===== src/rtl/nonrestoring_div_if.sv =====
// Start/operand/result bundle between the multdiv operand latch and the divider.
interface nonrestoring_div_if #(
    parameter int WIDTH = 32
);
    logic             ctrl_DIV;
    logic [WIDTH-1:0] data_operandA;
    logic [WIDTH-1:0] data_operandB;
    logic [WIDTH-1:0] data_result;
    logic             data_exception;
    logic             data_resultRDY;

    modport master (
        output ctrl_DIV, data_operandA, data_operandB,
        input  data_result, data_exception, data_resultRDY
    );

    modport slave (
        input  ctrl_DIV, data_operandA, data_operandB,
        output data_result, data_exception, data_resultRDY
    );
endinterface


===== src/rtl/nonrestoring_div.sv =====
// Radix-2 non-restoring signed divider: one WIDTH+1 bit add/subtract per cycle
// through a prefix carry-lookahead adder; quotient truncates toward zero.
module nonrestoring_div_cla #(
    parameter int N = 33
) (
    input  logic [N-1:0] a,
    input  logic [N-1:0] b,
    input  logic         cin,
    output logic [N-1:0] sum
);
    function automatic logic [N-1:0] cla_add(input logic [N-1:0] x,
                                             input logic [N-1:0] y,
                                             input logic         c0);
        logic [N-1:0] prop;
        logic [N-1:0] g;
        logic [N-1:0] p;
        logic [N-1:0] g_prev;
        logic [N-1:0] p_prev;
        logic [N-1:0] carry;
        prop = x ^ y;
        p    = prop;
        g    = x & y;
        // Fold the carry-in into bit 0 so every group generate is a true carry-out.
        g[0] = g[0] | (p[0] & c0);
        for (int d = 1; d < N; d = d * 2) begin
            g_prev = g;
            p_prev = p;
            for (int i = d; i < N; i++) begin
                g[i] = g_prev[i] | (p_prev[i] & g_prev[i-d]);
                p[i] = p_prev[i] & p_prev[i-d];
            end
        end
        carry = {g[N-2:0], c0};
        return prop ^ carry;
    endfunction

    assign sum = cla_add(a, b, cin);
endmodule

module nonrestoring_div #(
    parameter int WIDTH = 32,
    parameter int ITER  = 32    // must equal WIDTH
) (
    input  logic              clock,
    input  logic              reset,
    nonrestoring_div_if.slave bus
);
    localparam int CW = $clog2(ITER);

    // IDLE: waiting for start | RUN: one quotient bit per edge | DONE: RDY cycle
    typedef enum logic [1:0] {IDLE, RUN, DONE} state_t;

    state_t           state;
    state_t           state_nxt;
    logic [CW-1:0]    cnt;
    logic [WIDTH:0]   rem;
    logic [WIDTH:0]   dvs;
    logic [WIDTH-1:0] quo;
    logic             neg;

    logic [WIDTH-1:0] result;
    logic             exc;
    logic             rdy;

    logic             start;
    logic             zero_div;
    logic             last_iter;
    logic [WIDTH-1:0] abs_a;
    logic [WIDTH-1:0] abs_b;
    logic [WIDTH:0]   rem_shift;
    logic [WIDTH:0]   addend;
    logic [WIDTH:0]   rem_new;
    logic [WIDTH-1:0] quo_new;
    logic [WIDTH-1:0] quo_signed;

    assign start     = bus.ctrl_DIV;
    assign zero_div  = (bus.data_operandB == '0);
    assign last_iter = (cnt == CW'(ITER - 1));

    // Unary minus wraps the most negative value onto itself, read back as unsigned.
    assign abs_a = bus.data_operandA[WIDTH-1] ? -bus.data_operandA : bus.data_operandA;
    assign abs_b = bus.data_operandB[WIDTH-1] ? -bus.data_operandB : bus.data_operandB;

    assign rem_shift = {rem[WIDTH-1:0], quo[WIDTH-1]};
    assign addend    = rem[WIDTH] ? dvs : ~dvs;

    nonrestoring_div_cla #(.N(WIDTH + 1)) u_cla (
        .a   (rem_shift),
        .b   (addend),
        .cin (~rem[WIDTH]),
        .sum (rem_new)
    );

    assign quo_new    = {quo[WIDTH-2:0], ~rem_new[WIDTH]};
    assign quo_signed = neg ? -quo_new : quo_new;

    always_ff @(posedge clock) begin
        if (reset) state <= IDLE;
        else       state <= state_nxt;
    end

    always_comb begin
        state_nxt = state;
        if (start) begin
            state_nxt = zero_div ? DONE : RUN;
        end else begin
            case (state)
                IDLE:    state_nxt = IDLE;
                RUN:     if (last_iter) state_nxt = DONE;
                DONE:    state_nxt = IDLE;
                default: state_nxt = IDLE;
            endcase
        end
    end

    always_ff @(posedge clock) begin
        if (reset) begin
            cnt    <= '0;
            rem    <= '0;
            dvs    <= '0;
            quo    <= '0;
            neg    <= 1'b0;
            result <= '0;
            exc    <= 1'b0;
            rdy    <= 1'b0;
        end else begin
            rdy <= 1'b0;
            if (start) begin
                // A start in any state, including mid-run, discards the current work.
                if (zero_div) begin
                    result <= '0;
                    exc    <= 1'b1;
                    rdy    <= 1'b1;
                end else begin
                    quo    <= abs_a;
                    dvs    <= {1'b0, abs_b};
                    rem    <= '0;
                    neg    <= bus.data_operandA[WIDTH-1] ^ bus.data_operandB[WIDTH-1];
                    cnt    <= '0;
                    result <= '0;
                    exc    <= 1'b0;
                end
            end else if (state == RUN) begin
                rem <= rem_new;
                quo <= quo_new;
                cnt <= cnt + CW'(1);
                if (last_iter) begin
                    result <= quo_signed;
                    exc    <= 1'b0;
                    rdy    <= 1'b1;
                end
            end
        end
    end

    assign bus.data_result    = result;
    assign bus.data_exception = exc;
    assign bus.data_resultRDY = rdy;
endmodule


===== src/flat_wrapper.sv =====
// flat-port wrapper written by rule: the top's interface ports become plain ports
module nonrestoring_div_flat 
#(
    parameter int WIDTH = 32,
    parameter int ITER  = 32                       
)
  (clock, reset, bus_ctrl_DIV, bus_data_operandA, bus_data_operandB, bus_data_result, bus_data_exception, bus_data_resultRDY);
  nonrestoring_div_if #(.WIDTH(WIDTH)) bus_i ();
  input  logic clock;
  input  logic reset;
  input wire logic [$bits(bus_i.ctrl_DIV)-1:0] bus_ctrl_DIV;
  input wire logic [$bits(bus_i.data_operandA)-1:0] bus_data_operandA;
  input wire logic [$bits(bus_i.data_operandB)-1:0] bus_data_operandB;
  output wire logic [$bits(bus_i.data_result)-1:0] bus_data_result;
  output wire logic [$bits(bus_i.data_exception)-1:0] bus_data_exception;
  output wire logic [$bits(bus_i.data_resultRDY)-1:0] bus_data_resultRDY;
  assign bus_i.ctrl_DIV = bus_ctrl_DIV;
  assign bus_i.data_operandA = bus_data_operandA;
  assign bus_i.data_operandB = bus_data_operandB;
  assign bus_data_result = bus_i.data_result;
  assign bus_data_exception = bus_i.data_exception;
  assign bus_data_resultRDY = bus_i.data_resultRDY;
  nonrestoring_div #(.WIDTH(WIDTH), .ITER(ITER)) u_core (.clock(clock), .reset(reset), .bus(bus_i));
endmodule

===== config.mk =====
export PLATFORM = sky130hd
export DESIGN_NAME = nonrestoring_div_flat
export DESIGN_NICKNAME = d
export VERILOG_FILES = /design/src/rtl/nonrestoring_div_if.sv /design/src/rtl/nonrestoring_div.sv /design/src/flat_wrapper.sv
export SDC_FILE = /design/constraint.sdc
export NUM_CORES = 1
export LEC_CHECK = 0
export BUFFER_PORTS_ARGS = -buffer_cell sky130_fd_sc_hd__buf_4
export CAP_MARGIN = 10
export CORE_MARGIN = 2
export CORE_UTILIZATION = 40
export CTS_CLUSTER_DIAMETER = 150
export DETAILED_ROUTE_END_ITERATION = 8
export PLACE_DENSITY = 0.64
export SLEW_MARGIN = 20
export SYNTH_ARGS = -nofsm -noshare
export SYNTH_HDL_FRONTEND = slang
export SYNTH_SLANG_ARGS = --single-unit

===== constraint.sdc =====
create_clock -name clock -period 8.37 [get_ports clock]
set_clock_uncertainty 0.1 [all_clocks]
set_input_delay 1.674 -clock clock [delete_from_list [all_inputs] [get_ports clock]]
set_output_delay 1.674 -clock clock [all_outputs]
set_load 0.01 [all_outputs]

Word level (Yosys, flattened, before mapping)

Index checks and enable logic that the tools add are counted.

Flip-flop bits (word level): 139
Input bits: 67
Output and inout port bits: 34
Logic and storage cells: 415

Add/sub/neg operators: 4
Equality and inequality tests: 4
Muxes and demuxes: 24
Bitwise logic cells: 366
Reductions and logical operators: 8

Operators by type and width:

| cell                                                                     | count |
|---|---|
| 1-bit AND                                                                | 228 |
| 32-bit two-way mux                                                       | 6 |
| 33-bit two-way mux                                                       | 4 |
| 1-bit OR                                                                 | 130 |
| 32-bit negator                                                           | 3 |
| 33-bit XOR                                                               | 2 |
| 32-bit inverter with 33-bit output                                       | 1 |
| 32-bit AND                                                               | 1 |
| 32-bit zero test                                                         | 1 |
| 5-bit two-way mux                                                        | 3 |
| 2-bit two-way mux                                                        | 4 |
| 2-bit AND reduction                                                      | 4 |
| 1-bit two-way mux                                                        | 7 |
| 5-bit by 1-bit adder with 5-bit output (second input constant)           | 1 |
| 5-bit == test (second input constant)                                    | 1 |
| 2-bit nonzero test                                                       | 2 |
| 3-bit by 2-bit inequality test with 1-bit output (second input constant) | 1 |
| 1-bit inverter                                                           | 3 |
| 2-bit by 1-bit == test with 1-bit output (second input constant)         | 1 |
| 2-bit inequality test (second input constant)                            | 1 |
| 2-bit OR reduction                                                       | 1 |
| 1-bit XOR                                                                | 1 |

Depth between registers and ports, before layout

Gate-level depths: netlist of the first run.

Word-level depth: 19
Mapped depth: 24
Depth with buffers taken out: 20

Cells and area by module

From an unflattened synthesis of the first run, not the netlist that was laid out.

Cells, all modules: 1217
Area total of the unflattened synthesis: 9446.6 um^2

By module, submodules not included:

| module               | times used | cells an instance | area an instance (um^2) | seq. area each (um^2) |
|---|---|---|---|---|
| nonrestoring_div     | 1          | 968               | 7663.6                  | 2782.7 |
| nonrestoring_div_cla | 1          | 249               | 1783.0                  | 0.0 |

Worst setup path after synthesis of the first run

Ideal clock, no wire load.

Kind: register to register
Start: register u_core.rem[32]
End: register u_core.result[22], in the netlist u_core.bus.data_result[22]
Library setup time: 70 ps
Arrival time: 5832 ps
Data required time: 8200 ps
Path slack: 2367 ps
Stages on the path, launching flop included: 24
Path buffers: 4
Clock period less this slack: 6003 ps
Path through: dfxtp_1 > clkbuf_1 > clkbuf_1 > xnor2_1 > fa_1 > a211o_1 > a211o_1 > a221o_1 > o31ai_2 > o31ai_1 > xnor2_2 > buf_6 > inv_1 > ha_1 > or3b_1 > or3_1 > or4_1 > clkbuf_1 > o41ai_1 > nand2_1 > a21oi_1 > xnor2_1 > nand2_1 > a21oi_1

Longest elaborated chain between the ends: 18
Elaborated cells between the ends (all ways): 98
Those cells by class: 1 x add/sub; 2 x mux; 95 x bitwise

RTL lines:

| element                | line                    | RTL |
|---|---|---|
| start, declared        | nonrestoring_div.sv:56  | `logic [WIDTH:0] rem;` |
| start signal, assigned | nonrestoring_div.sv:144 | `rem <= rem_new;` |
| 33-bit two-way mux     | nonrestoring_div.sv:85  | `assign addend = rem[WIDTH] ? dvs : ~dvs;` |
| 33-bit XOR             | nonrestoring_div.sv:20  | `prop = x ^ y;` |
| 1-bit AND              | nonrestoring_div.sv:24  | `g[0] = g[0] \| (p[0] & c0);` |
| 1-bit OR               | nonrestoring_div.sv:24  |  |
| 1-bit AND              | nonrestoring_div.sv:29  | `g[i] = g_prev[i] \| (p_prev[i] & g_prev[i-d]);` |
| 1-bit OR               | nonrestoring_div.sv:29  |  |
| 1-bit AND              | nonrestoring_div.sv:29  |  |
| 1-bit OR               | nonrestoring_div.sv:29  |  |
| [2 not listed]         | n/a                     |  |
| 1-bit AND              | nonrestoring_div.sv:29  |  |
| 1-bit OR               | nonrestoring_div.sv:29  |  |
| 1-bit AND              | nonrestoring_div.sv:29  |  |
| 1-bit OR               | nonrestoring_div.sv:29  |  |
| 33-bit XOR *           | nonrestoring_div.sv:34  | `return prop ^ carry;` |
| 1-bit inverter *       | nonrestoring_div.sv:94  | `assign quo_new = {quo[WIDTH-2:0], ~rem_new[WIDTH]};` |
| 32-bit negator *       | nonrestoring_div.sv:95  | `assign quo_signed = neg ? -quo_new : quo_new;` |
| 32-bit two-way mux *   | nonrestoring_div.sv:95  |  |
| end signal, assigned   | nonrestoring_div.sv:148 | `result <= quo_signed;` |
| end, declared          | nonrestoring_div.sv:61  | `logic [WIDTH-1:0] result;` |

Mark *: on every way between the ends. The rest lies on a longest branch, timed or not.
A chain may end at the register's enable or synchronous reset.

Final worst setup path of the first run

Ends and elaborated chain as after synthesis.

==> flow_metrics.py, run 1 <==
metrics = {
    "yosys": {
        "synth_area_per_cell_sq_um": 7.94,
        "async_reset_ff_frac": 0,
        "synth_seq_cells": 139,
        "syn_area_sq_um": 9040,
        "yosys.area_share.simple": 0.193,
        "synth.most_common_cell": "dfxtp_1",
        "synth_compound_area_frac": 0.261,
        "synthCells": 1138,
        "synth.area.top_cells": "dfxtp_1, xor2_1, a21oi_1, a211oi_1, xnor2_1",
        "synth_warnings": 0,
        "synth_xor_area_frac": 0.133,
        "yosys.area_share.adder": 0.0520,
        "synth_top_family_by_area": "compound AO/OA/AOI/OAI gates",
        "synth_fp_nets": 1242,
        "muxShareOfSynthArea": 0.00886,
        "ys.flop_type": "dfxtp_1",
        "synth_top_area_cell": "dfxtp_1",
        "synth.top_cell.area_share": 0.308,
        "synth_edf_count": 0,
        "synthDistinctLibCells": 76,
        "yosysSeqAreaShare": 0.308,
        "ys_top_cells_by_count": "dfxtp_1, nor2_1, a21oi_1",
    },
    "grt": {
        "grt_pass1_vias": 7591,
        "grt_antenna_before_repair": 0,
        "track_usage": 0.191,
        "grt-ovfl-total": 0,
        "grt_max_degree": 74,
        "grt_first_pass_wirelength_mm": 37.7,
    },
    "finish": {
        "fin_area_sq_um": 10500,
        "area_growth_pct": 15.8,
        "nets": 1292,
        "drive_gt1_frac": 0.140,
        "num_antenna_cells": 0,
        "fill_cells": 2230,
        "final_util": 0.467,
    },
    "sta": {
        "period_needed_ps": 6160,
        "fin_crit_sh": 0.736,
        "relSlewSlack": 0.354,
        "worst_pin_slew_ps": 966,
        "rsz0062_at_grt": "no",
        "final_max_slew_viol_count": 0,
        "setup_viol_count_final": 0,
        "fmax_ghz": 0.162,
        "hold_violations": 0,
        "final.setup.tns_ps": 0,
    },
    "critical_path": {
        "critPathBufInv": 2,
        "rr_endpoint": "u_core.bus.data_result[22]",
        "r2r_slack_ps": 2210,
        "critPathTopFamily": "compound AO/OA/AOI/OAI gates",
        "critPathCapture": "u_core.bus.data_result[22]",
        "r2r_cells": 20,
        "cp-startpoint": "u_core.rem[32]",
        "max_stage_delay_ps": 580,
        "crit_path_max_fanout": 29,
        "cp-end-kind": "register",
        "cp.depth": 20,
        "r2r_start": "u_core.rem[32]",
        "crit_type": "reg -> reg",
        "start_kind": "register",
        "cp_cell_sequence": "buf_4 -> xnor2_1 -> ha_1 -> a21o_1 -> a211o_1 -> a221o_1 -> o31ai_2 -> o31ai_1 -> xnor2_2 -> inv_1 -> ha_1 -> or3b_1 -> or3_1 -> or4_1 -> o41ai_1 -> nand2_1 -> a21oi_1 -> xnor2_1 -> nand2_1 -> a21oi_1",
        "crit_required_ps": 8630,
        "slowest_stage": "or4_1",
        "cp_data_arrival_time_ps": 6420,
    },
    "min_path": {
        "hold_class": "reg -> reg",
    },
    "floorplanning": {
        "fp.dieArea_sq_um": 23800,
        "initial_core_util": 0.403,
        "io_pins": 101,
        "fp.dieH_um": 154,
        "die_w_um": 154,
        "rows": 55,
        "core-area_sq_um": 22400,
    },
    "clocking": {
        "cts_tree": "done",
        "htree_levels": 4,
        "cts_buffer_depth": 2,
        "cts-root-buf": "clkbuf_16",
        "clk_pin_slew_ps": 70,
        "holdBufCountCts": 0,
        "cts_resized": 0,
        "postCtsSetupRepairBufs": 0,
        "clock_sinks": 139,
        "cts_buffers": 17,
        "clock_latency_ps": 430,
    },
    "pwr": {
        "power.density_nw_per_um2": 202,
        "power.leakage_nw": 4.12,
        "ir_drop_uv": 105,
    },
    "placed_design": {
        "gp_congestion": 0.905,
        "place_area_sq_um": 9890,
        "io_buffers": 100,
        "dpl.hpwl_mm": 16.2,
    },
    "detailed_routing": {
        "drtPass1Iterations": 5,
        "ant_nets": 0,
        "drc": 0,
        "wl_mm": 22.7,
        "wl_per_cell_um": 15.3,
        "vias_per_cell": 5.54,
        "vias": 8237,
        "drt-initial-drc-count": 489,
    },
    "run": {
        "cap_viol_max_count": 0,
    },
    "outcome": {
        "status": "complete, no violations",
    },
}
-- worst min-delay path: stages, from the launching register on --
cell	delay [ps]
dfxtp_1	320
nand2_1	50
a21oi_1	50
-- how the worst min path moves through the flow --
stage                                            end  slack, ps                        from  cells past startpoint
after global placement    u_core.bus.data_result[18]        350  u_core.bus.data_result[18]                      2
final                     u_core.bus.data_result[18]        360  u_core.bus.data_result[18]                      2
after global routing                  u_core.rem[16]        390              u_core.rem[16]                      2
after detailed placement  u_core.bus.data_result[18]        350  u_core.bus.data_result[18]                      2
after floorplan                        u_core.cnt[3]        340               u_core.cnt[3]                      1
after CTS                 u_core.bus.data_result[18]        360  u_core.bus.data_result[18]                      2
-- registers in the layout, summed over array words and instances, names as in the netlist --
signal / flops
u_core.neg: 1
u_core.bus.data_exception: 1
u_core.bus.data_resultRDY: 1
u_core.dvs: 32
u_core.bus.data_result: 32
u_core.state: 2
u_core.quo: 32
u_core.rem: 33
u_core.cnt: 5
-- area by class of cell --
| class | count | area (sq um) | area share |
|---|---|---|---|
| clock inverter | 15 | 150 | 0.0143 |
| multi-input combinational | 901 | 5860 | 0.560 |
| clock buffer | 17 | 425 | 0.0406 |
| inverter | 21 | 78.8 | 0.00753 |
| sequential | 139 | 2780 | 0.266 |
| timing repair buffer | 108 | 811 | 0.0774 |
| tap | 285 | 357 | 0.0341 |
-- routing by layer --
metal,part of all wire,global-route usage
met5,0,0
met2,0.45,0.310
met4,0.018,0.0604
met3,0.039,0.0339
met1,0.49,0.260
-- through the flow --
step                std cells  worst slack [ps]  hold WS (ps)  power (W)
global placement         1454              2340           352    0.00136
global route             1486              1750           389    0.00224
detailed placement       1454              2200           351    0.00137
finish                   1486              2210           361    0.00211
CTS                      1486              2200           362    0.00212
floorplan                1138              2370           339    0.00123
-- report_power, final --
part	switching [W]	internal [W]
logic	0.000360	0.000265
registers	0.0000401	0.000698
clock network	0.000327	0.000419
-- layout by cell type (no fill, tap or decap), types with 11 or more instances in the layout --
cell type  count
a211oi_1      68
a21oi_1      112
buf_4        108
clkbuf_16     17
dfxtp_1      138
ha_1          36
inv_1         21
nand2_1       98
nand3_1       31
nor2_1       128
o211ai_1      11
o21ai_0       57
o31ai_1       28
o41ai_1       12
or3_1         16
xnor2_1       57
xor2_1        78
-- cell families (layout without fill, tap and decap cells) --
| family | count (synthesis) | in the layout |
|---|---|---|
| and+or+nand+nor | 362 | 362 |
| AOI/OAI and AO/OA | 358 | 358 |
| DFF | 139 | 139 |
| xor gates and xnor gates | 136 | 136 |
| buffers and inverters | 98 | 161 |
| adders and majority gates | 37 | 37 |
| muxes | 8 | 8 |
Power figures use the tool's default switching activity.
==> run 2: changes to the inputs <==
- clock period: 8.37 -> 5.96 ns (I/O delays scaled with it)
==> run 2 against run 1 <==
Against the previous run:
- non-clock buffer count rose by 3
- sequential share of layout area is 0.15 points lower
- clock-buffer cell count increased by 2
- die area unchanged
- combinational power grew 42%
- total power rose by 40%
- critical path depth unchanged
- critical endpoint unchanged
- largest cell class unchanged
==> flow_metrics.py, run 2 (synthesized netlist as in run 1, its figures left out) <==
metrics = {
    "grt": {
        "grt_max_degree": 75,
        "grt_pass1_vias": 7411,
        "grt_antenna_before_repair": 0,
        "grt-ovfl-total": 0,
        "track_usage": 0.185,
        "grt_first_pass_wirelength_mm": 36.6,
    },
    "pwr": {
        "pwr-share-clk": 0.350,
        "power.density_nw_per_um2": 282,
        "power.leakage_nw": 4.15,
        "power.internal_w": 0.00197,
        "p_sw_frac": 0.336,
        "ir_drop_uv": 129,
        "seqPwrFrac": 0.350,
        "power_w": 0.00296,
        "combPwrFrac": 0.301,
        "p_switching_w": 0.000996,
    },
    "clocking": {
        "clock_latency_ps": 420,
        "clk_pin_slew_ps": 60,
        "cts_buffer_depth": 2,
        "cts-root-buf": "clkbuf_16",
        "cts_resized": 0,
        "cts_buffers": 17,
        "clock_sinks": 139,
        "holdBufCountCts": 0,
        "postCtsSetupRepairBufs": 0,
        "htree_levels": 4,
        "cts_tree": "done",
    },
    "sta": {
        "final_max_slew_viol_count": 0,
        "hold_violations": 0,
        "final.setup.tns_ps": 0,
        "period_needed_ps": 5590,
        "rsz0062_at_grt": "no",
        "setup_viol_count_final": 0,
        "fmax_ghz": 0.179,
        "fin_crit_sh": 0.938,
        "relSlewSlack": 0.390,
        "worst_pin_slew_ps": 915,
    },
    "critical_path": {
        "cp_cell_sequence": "nor2b_1 -> nor2_1 -> fa_1 -> a211o_1 -> a211o_1 -> a221o_1 -> o31ai_4 -> o31ai_1 -> xnor2_2 -> inv_1 -> ha_1 -> or3b_1 -> or3_1 -> or4_4 -> o41ai_2 -> nand2_1 -> a21oi_1 -> xnor2_1 -> nand2_1 -> a21oi_1",
        "start_kind": "register",
        "critPathBufInv": 1,
        "r2r_start": "u_core.rem[32]",
        "crit_path_max_fanout": 9,
        "cp-end-kind": "register",
        "cp-startpoint": "u_core.rem[32]",
        "max_stage_delay_ps": 500,
        "r2r_slack_ps": 370,
        "rr_endpoint": "u_core.bus.data_result[22]",
        "critPathTopFamily": "compound AO/OA/AOI/OAI gates",
        "cp.depth": 20,
        "critPathCapture": "u_core.bus.data_result[22]",
        "crit_required_ps": 6210,
        "slowest_stage": "or4_4",
        "crit_type": "reg -> reg",
        "r2r_cells": 20,
        "cp_data_arrival_time_ps": 5840,
    },
    "finish": {
        "layout_commonest_cell": "dfxtp_1",
        "largest_register_ffs": 33,
        "nets": 1295,
        "largest-register": "u_core.rem",
        "layout_common_cells": "dfxtp_1, nor2_1, a21oi_1",
        "area_growth_pct": 16.5,
        "num_antenna_cells": 0,
        "drive_gt1_frac": 0.144,
    },
    "detailed_routing": {
        "drc": 0,
        "vias": 8156,
        "vias_per_cell": 5.48,
        "drt-initial-drc-count": 550,
        "drtPass1Iterations": 5,
        "wl_per_cell_um": 15.0,
        "wl_mm": 22.3,
        "ant_nets": 0,
    },
    "min_path": {
        "hold_class": "reg -> reg",
    },
    "placed_design": {
        "io_buffers": 100,
        "dpl.hpwl_mm": 15.8,
        "gp_congestion": 0.862,
    },
    "run": {
        "cap_viol_max_count": 0,
    },
    "floorplanning": {
        "fp.dieH_um": 154,
        "io_pins": 101,
        "core-area_sq_um": 22400,
        "die_w_um": 154,
        "rows": 55,
        "fp.dieArea_sq_um": 23800,
        "initial_core_util": 0.403,
    },
    "outcome": {
        "status": "complete, no violations",
    },
}
run 2: layer usage:
metal  global-route usage  share of wire  routed length [um]
met5                    0              0                   0
met4               0.0569          0.015                 334
met3               0.0286          0.043                 961
met2                0.290           0.44                9780
met1                0.263           0.50               11200
run 2: worst min path at each step:
stage,cells past startpoint,start,end
CTS,2,u_core.bus.data_result[18],u_core.bus.data_result[18]
detailed placement,2,u_core.bus.data_result[18],u_core.bus.data_result[18]
global route,2,u_core.bus.data_result[18],u_core.bus.data_result[18]
finish,2,u_core.bus.data_result[22],u_core.bus.data_result[22]
floorplan,1,u_core.cnt[3],u_core.cnt[3]
global placement,2,u_core.bus.data_result[18],u_core.bus.data_result[18]
run 2: power by group through the flow:
stage | Clock [W] | Combinational [W] | Sequential, W
after global placement | 0 | 0.000869 | 0.00105
after floorplan | 0 | 0.000693 | 0.00103
after CTS | 0.00106 | 0.000879 | 0.00103
final | 0.00104 | 0.000891 | 0.00104
after global routing | 0.00110 | 0.00100 | 0.00104
after detailed placement | 0 | 0.000874 | 0.00105
run 2: final cells by class:
class,instances,area [sq um]
inverter,21,78.8
clock inverter,13,128
timing repair buffer,111,846
tap,285,357
clock buffer,19,453
fill,2221,11900
sequential,139,2780
multi-input combinational,901,5880
run 2: worst min-delay path, stage by stage, from the launching register on:
cell and delay, ps:
dfxtp_1 320, nand2_1 50, a21oi_1 50
run 2: through the flow:
stage | util | instances | area [sq um] | hold slack, ps | setup WS [ps]
after floorplan | - | 1138 | 9040 | 339 | 168
after global placement | 0.443 | 1457 | 9930 | 353 | 215
after detailed placement | 0.443 | 1457 | 9930 | 355 | 103
after CTS | 0.468 | 1489 | 10500 | 365 | 75.7
after global routing | 0.469 | 1489 | 10500 | 372 | 2.57
final | 0.469 | 1489 | 10500 | 366 | 372
==> run 3: changes to the inputs <==
--- a/config.mk
+++ b/config.mk
@@ -7,2 +7,3 @@
 export LEC_CHECK = 0
+export ABC_AREA = 1
 export BUFFER_PORTS_ARGS = -buffer_cell sky130_fd_sc_hd__buf_4
@@ -10,6 +11,6 @@
 export CORE_MARGIN = 2
-export CORE_UTILIZATION = 40
+export CORE_UTILIZATION = 45
 export CTS_CLUSTER_DIAMETER = 150
 export DETAILED_ROUTE_END_ITERATION = 8
-export PLACE_DENSITY = 0.64
+export PLACE_DENSITY = 0.7
 export SLEW_MARGIN = 20
--- a/constraint.sdc
+++ b/constraint.sdc
@@ -4,2 +4,2 @@
 set_output_delay 1.192 -clock clock [all_outputs]
-set_load 0.01 [all_outputs]
+set_load 0.05 [all_outputs]
==> run 3 against run 2 <==
Against the previous run:
- sequential power barely moved
- largest power group is now the clock network
- synthesized cell count rose by 25%
- maximum frequency rose by 24%
- register-to-register slack improved by 1100 ps
- critical endpoint is now u_core.bus.data_result[30]
==> flow_metrics.py, run 3 <==
metrics = {
    "grt": {
        "grt_pass1_vias": 8768,
        "track_usage": 0.227,
        "grt_max_degree": 60,
        "grt_antenna_before_repair": 0,
        "grt-ovfl-total": 0,
        "grt_first_pass_wirelength_mm": 41.3,
    },
    "pwr": {
        "ir_drop_uv": 181,
        "power.density_nw_per_um2": 269,
        "power.leakage_nw": 4.97,
    },
    "clocking": {
        "htree_levels": 4,
        "cts_buffers": 17,
        "cts_tree": "done",
        "cts_buffer_depth": 2,
        "clock_latency_ps": 430,
        "cts_resized": 0,
        "holdBufCountCts": 0,
        "clk_pin_slew_ps": 60,
        "postCtsSetupRepairBufs": 0,
        "cts-root-buf": "clkbuf_16",
        "clock_sinks": 139,
    },
    "finish": {
        "drive_gt1_frac": 0.140,
        "num_antenna_cells": 0,
        "largest-register": "u_core.rem",
        "area_growth_pct": 15.7,
        "layout_common_cells": "nand2_1, a21oi_1, inv_1, dfxtp_1, o21ai_0",
        "layout_commonest_cell": "nand2_1",
        "largest_register_ffs": 33,
        "nets": 1587,
        "fill_cells": 2126,
    },
    "sta": {
        "relSlewSlack": 0.272,
        "fin_crit_sh": 0.758,
        "period_needed_ps": 4520,
        "fmax_ghz": 0.221,
        "hold_violations": 0,
        "final.setup.tns_ps": 0,
        "final_max_slew_viol_count": 0,
        "worst_pin_slew_ps": 1090,
        "hold_ws_ps": 369,
        "setup_viol_count_final": 0,
        "rsz0062_at_grt": "no",
    },
    "outcome": {
        "status": "complete, no violations",
    },
    "yosys": {
        "synth.top_cell.area_share": 0.291,
        "ys.flop_type": "dfxtp_1",
        "synth_area_per_cell_sq_um": 6.73,
        "synth_top_area_cell": "dfxtp_1",
        "yosysSeqAreaShare": 0.291,
        "synth_seq_cells": 139,
        "synth_fp_nets": 1523,
        "synth_edf_count": 0,
        "synthDistinctLibCells": 55,
        "synth.area.top_cells": "dfxtp_1, nand2_1, a21oi_1, o21ai_0, inv_1",
        "synth.most_common_cell": "nand2_1",
        "synthCells": 1419,
        "syn_area_sq_um": 9560,
        "ys_top_cells_by_count": "nand2_1, a21oi_1, dfxtp_1",
        "synth_warnings": 0,
        "async_reset_ff_frac": 0,
    },
    "critical_path": {
        "r2r_cells": 26,
        "crit_required_ps": 6190,
        "crit_type": "reg -> reg",
        "r2r_start": "u_core.rem[32]",
        "cp_data_arrival_time_ps": 4740,
        "crit_path_max_fanout": 34,
        "start_kind": "register",
        "rr_endpoint": "u_core.bus.data_result[30]",
        "cp-end-kind": "register",
        "r2r_slack_ps": 1440,
    },
    "min_path": {
        "worstHoldStart": "u_core.rem[1]",
        "hold_depth": 2,
        "holdPathEnd": "u_core.rem[1]",
        "hold_class": "reg -> reg",
    },
    "detailed_routing": {
        "wl_per_cell_um": 14.1,
        "vias_per_cell": 5.29,
        "drtPass1Iterations": 5,
        "drc": 0,
        "vias": 9363,
        "ant_nets": 0,
        "wl_mm": 25.0,
        "drt-initial-drc-count": 624,
    },
    "run": {
        "cap_viol_max_count": 0,
    },
    "floorplanning": {
        "die_w_um": 150,
        "core-area_sq_um": 21000,
        "rows": 53,
        "fp.dieH_um": 150,
        "initial_core_util": 0.456,
        "fp.dieArea_sq_um": 22400,
        "io_pins": 101,
    },
    "placed_design": {
        "dpl.hpwl_mm": 18.5,
        "io_buffers": 100,
        "gp_congestion": 0.931,
    },
}
[run 3: changes by cell type after synthesis, sizes merged, moves of 29 or more]
| cell | change |
|---|---|
| inv | +124 |
| a211oi | -65 |
| nand3 | +29 |
| nand2 | +207 |
| o21ai | +91 |
| a21oi | +31 |
[run 3: per-stage QoR]
stage,utilization,total power (W),instances,setup WS [ps],area (sq um)
floorplan,-,0.00163,1419,2030,9560
global placement,0.497,0.00180,1739,1640,10400
detailed placement,0.497,0.00182,1739,1470,10400
CTS,0.528,0.00299,1771,1470,11100
global route,0.528,0.00314,1771,776,11100
finish,0.528,0.00298,1771,1440,11100
[run 3: critical path, stage by stage, from the launching register on]
cell and delay, ps:
dfxtp_2 1020, nand2_1 130, o21ai_0 140, inv_1 110, fa_1 410, nand2_1 80
nand2_1 100, nand3_2 90, nand2_2 80, nand2_2 70, nand2_2 90, nand2_2 80
nand2_1 60, nand2_2 70, and2_4 190, ha_1 170, nand2_1 80, nor3_2 160
nand4_1 150, nor2_1 200, a21oi_1 120, nor2_1 160, o21ai_1 120, a21oi_1 180
nor2_1 60, o21bai_1 130, inv_1 50
[run 3: cell families after synthesis]
kind of cell	count (synthesis)	synth area share
xor+xnor	99	0.0907
buf+inv	207	0.0884
simple gates	569	0.266
flops	139	0.291
fa+ha+maj	37	0.0492
compound gates	368	0.214
[run 3: how the worst max path moves through the flow]
stage	start	endpoint	slack [ps]	cells past startpoint
floorplan	u_core.rem[32]	u_core.bus.data_result[30]	2030	27
global placement	u_core.rem[32]	u_core.bus.data_result[30]	1640	26
detailed placement	u_core.rem[32]	u_core.bus.data_result[30]	1470	26
CTS	u_core.rem[32]	u_core.bus.data_result[30]	1470	26
global route	u_core.rem[32]	u_core.bus.data_result[30]	780	26
finish	u_core.rem[32]	u_core.bus.data_result[30]	1440	26
[run 3: where the power goes]
part	switching [W]	internal [W]
combinational	0.000482	0.000285
clock	0.000425	0.000742
sequential	0.0000643	0.000979
[run 3: layer usage]
metal,GRT usage,up-vias,routed length (um)
li1,-,4838,-
met1,0.271,4247,11200
met2,0.411,240,12100
met3,0.0387,38,1090
met4,0.0750,0,561
met5,0,-,0
[run 3: area by class of cell]
class	count	area, sq um	area share
clock buffer	17	425	0.0385
clock inverter	15	223	0.0201
inverter	146	548	0.0496
multi-input combinational	1073	5940	0.537
sequential	139	2780	0.252
tap	275	344	0.0311
timing repair buffer	106	796	0.0720
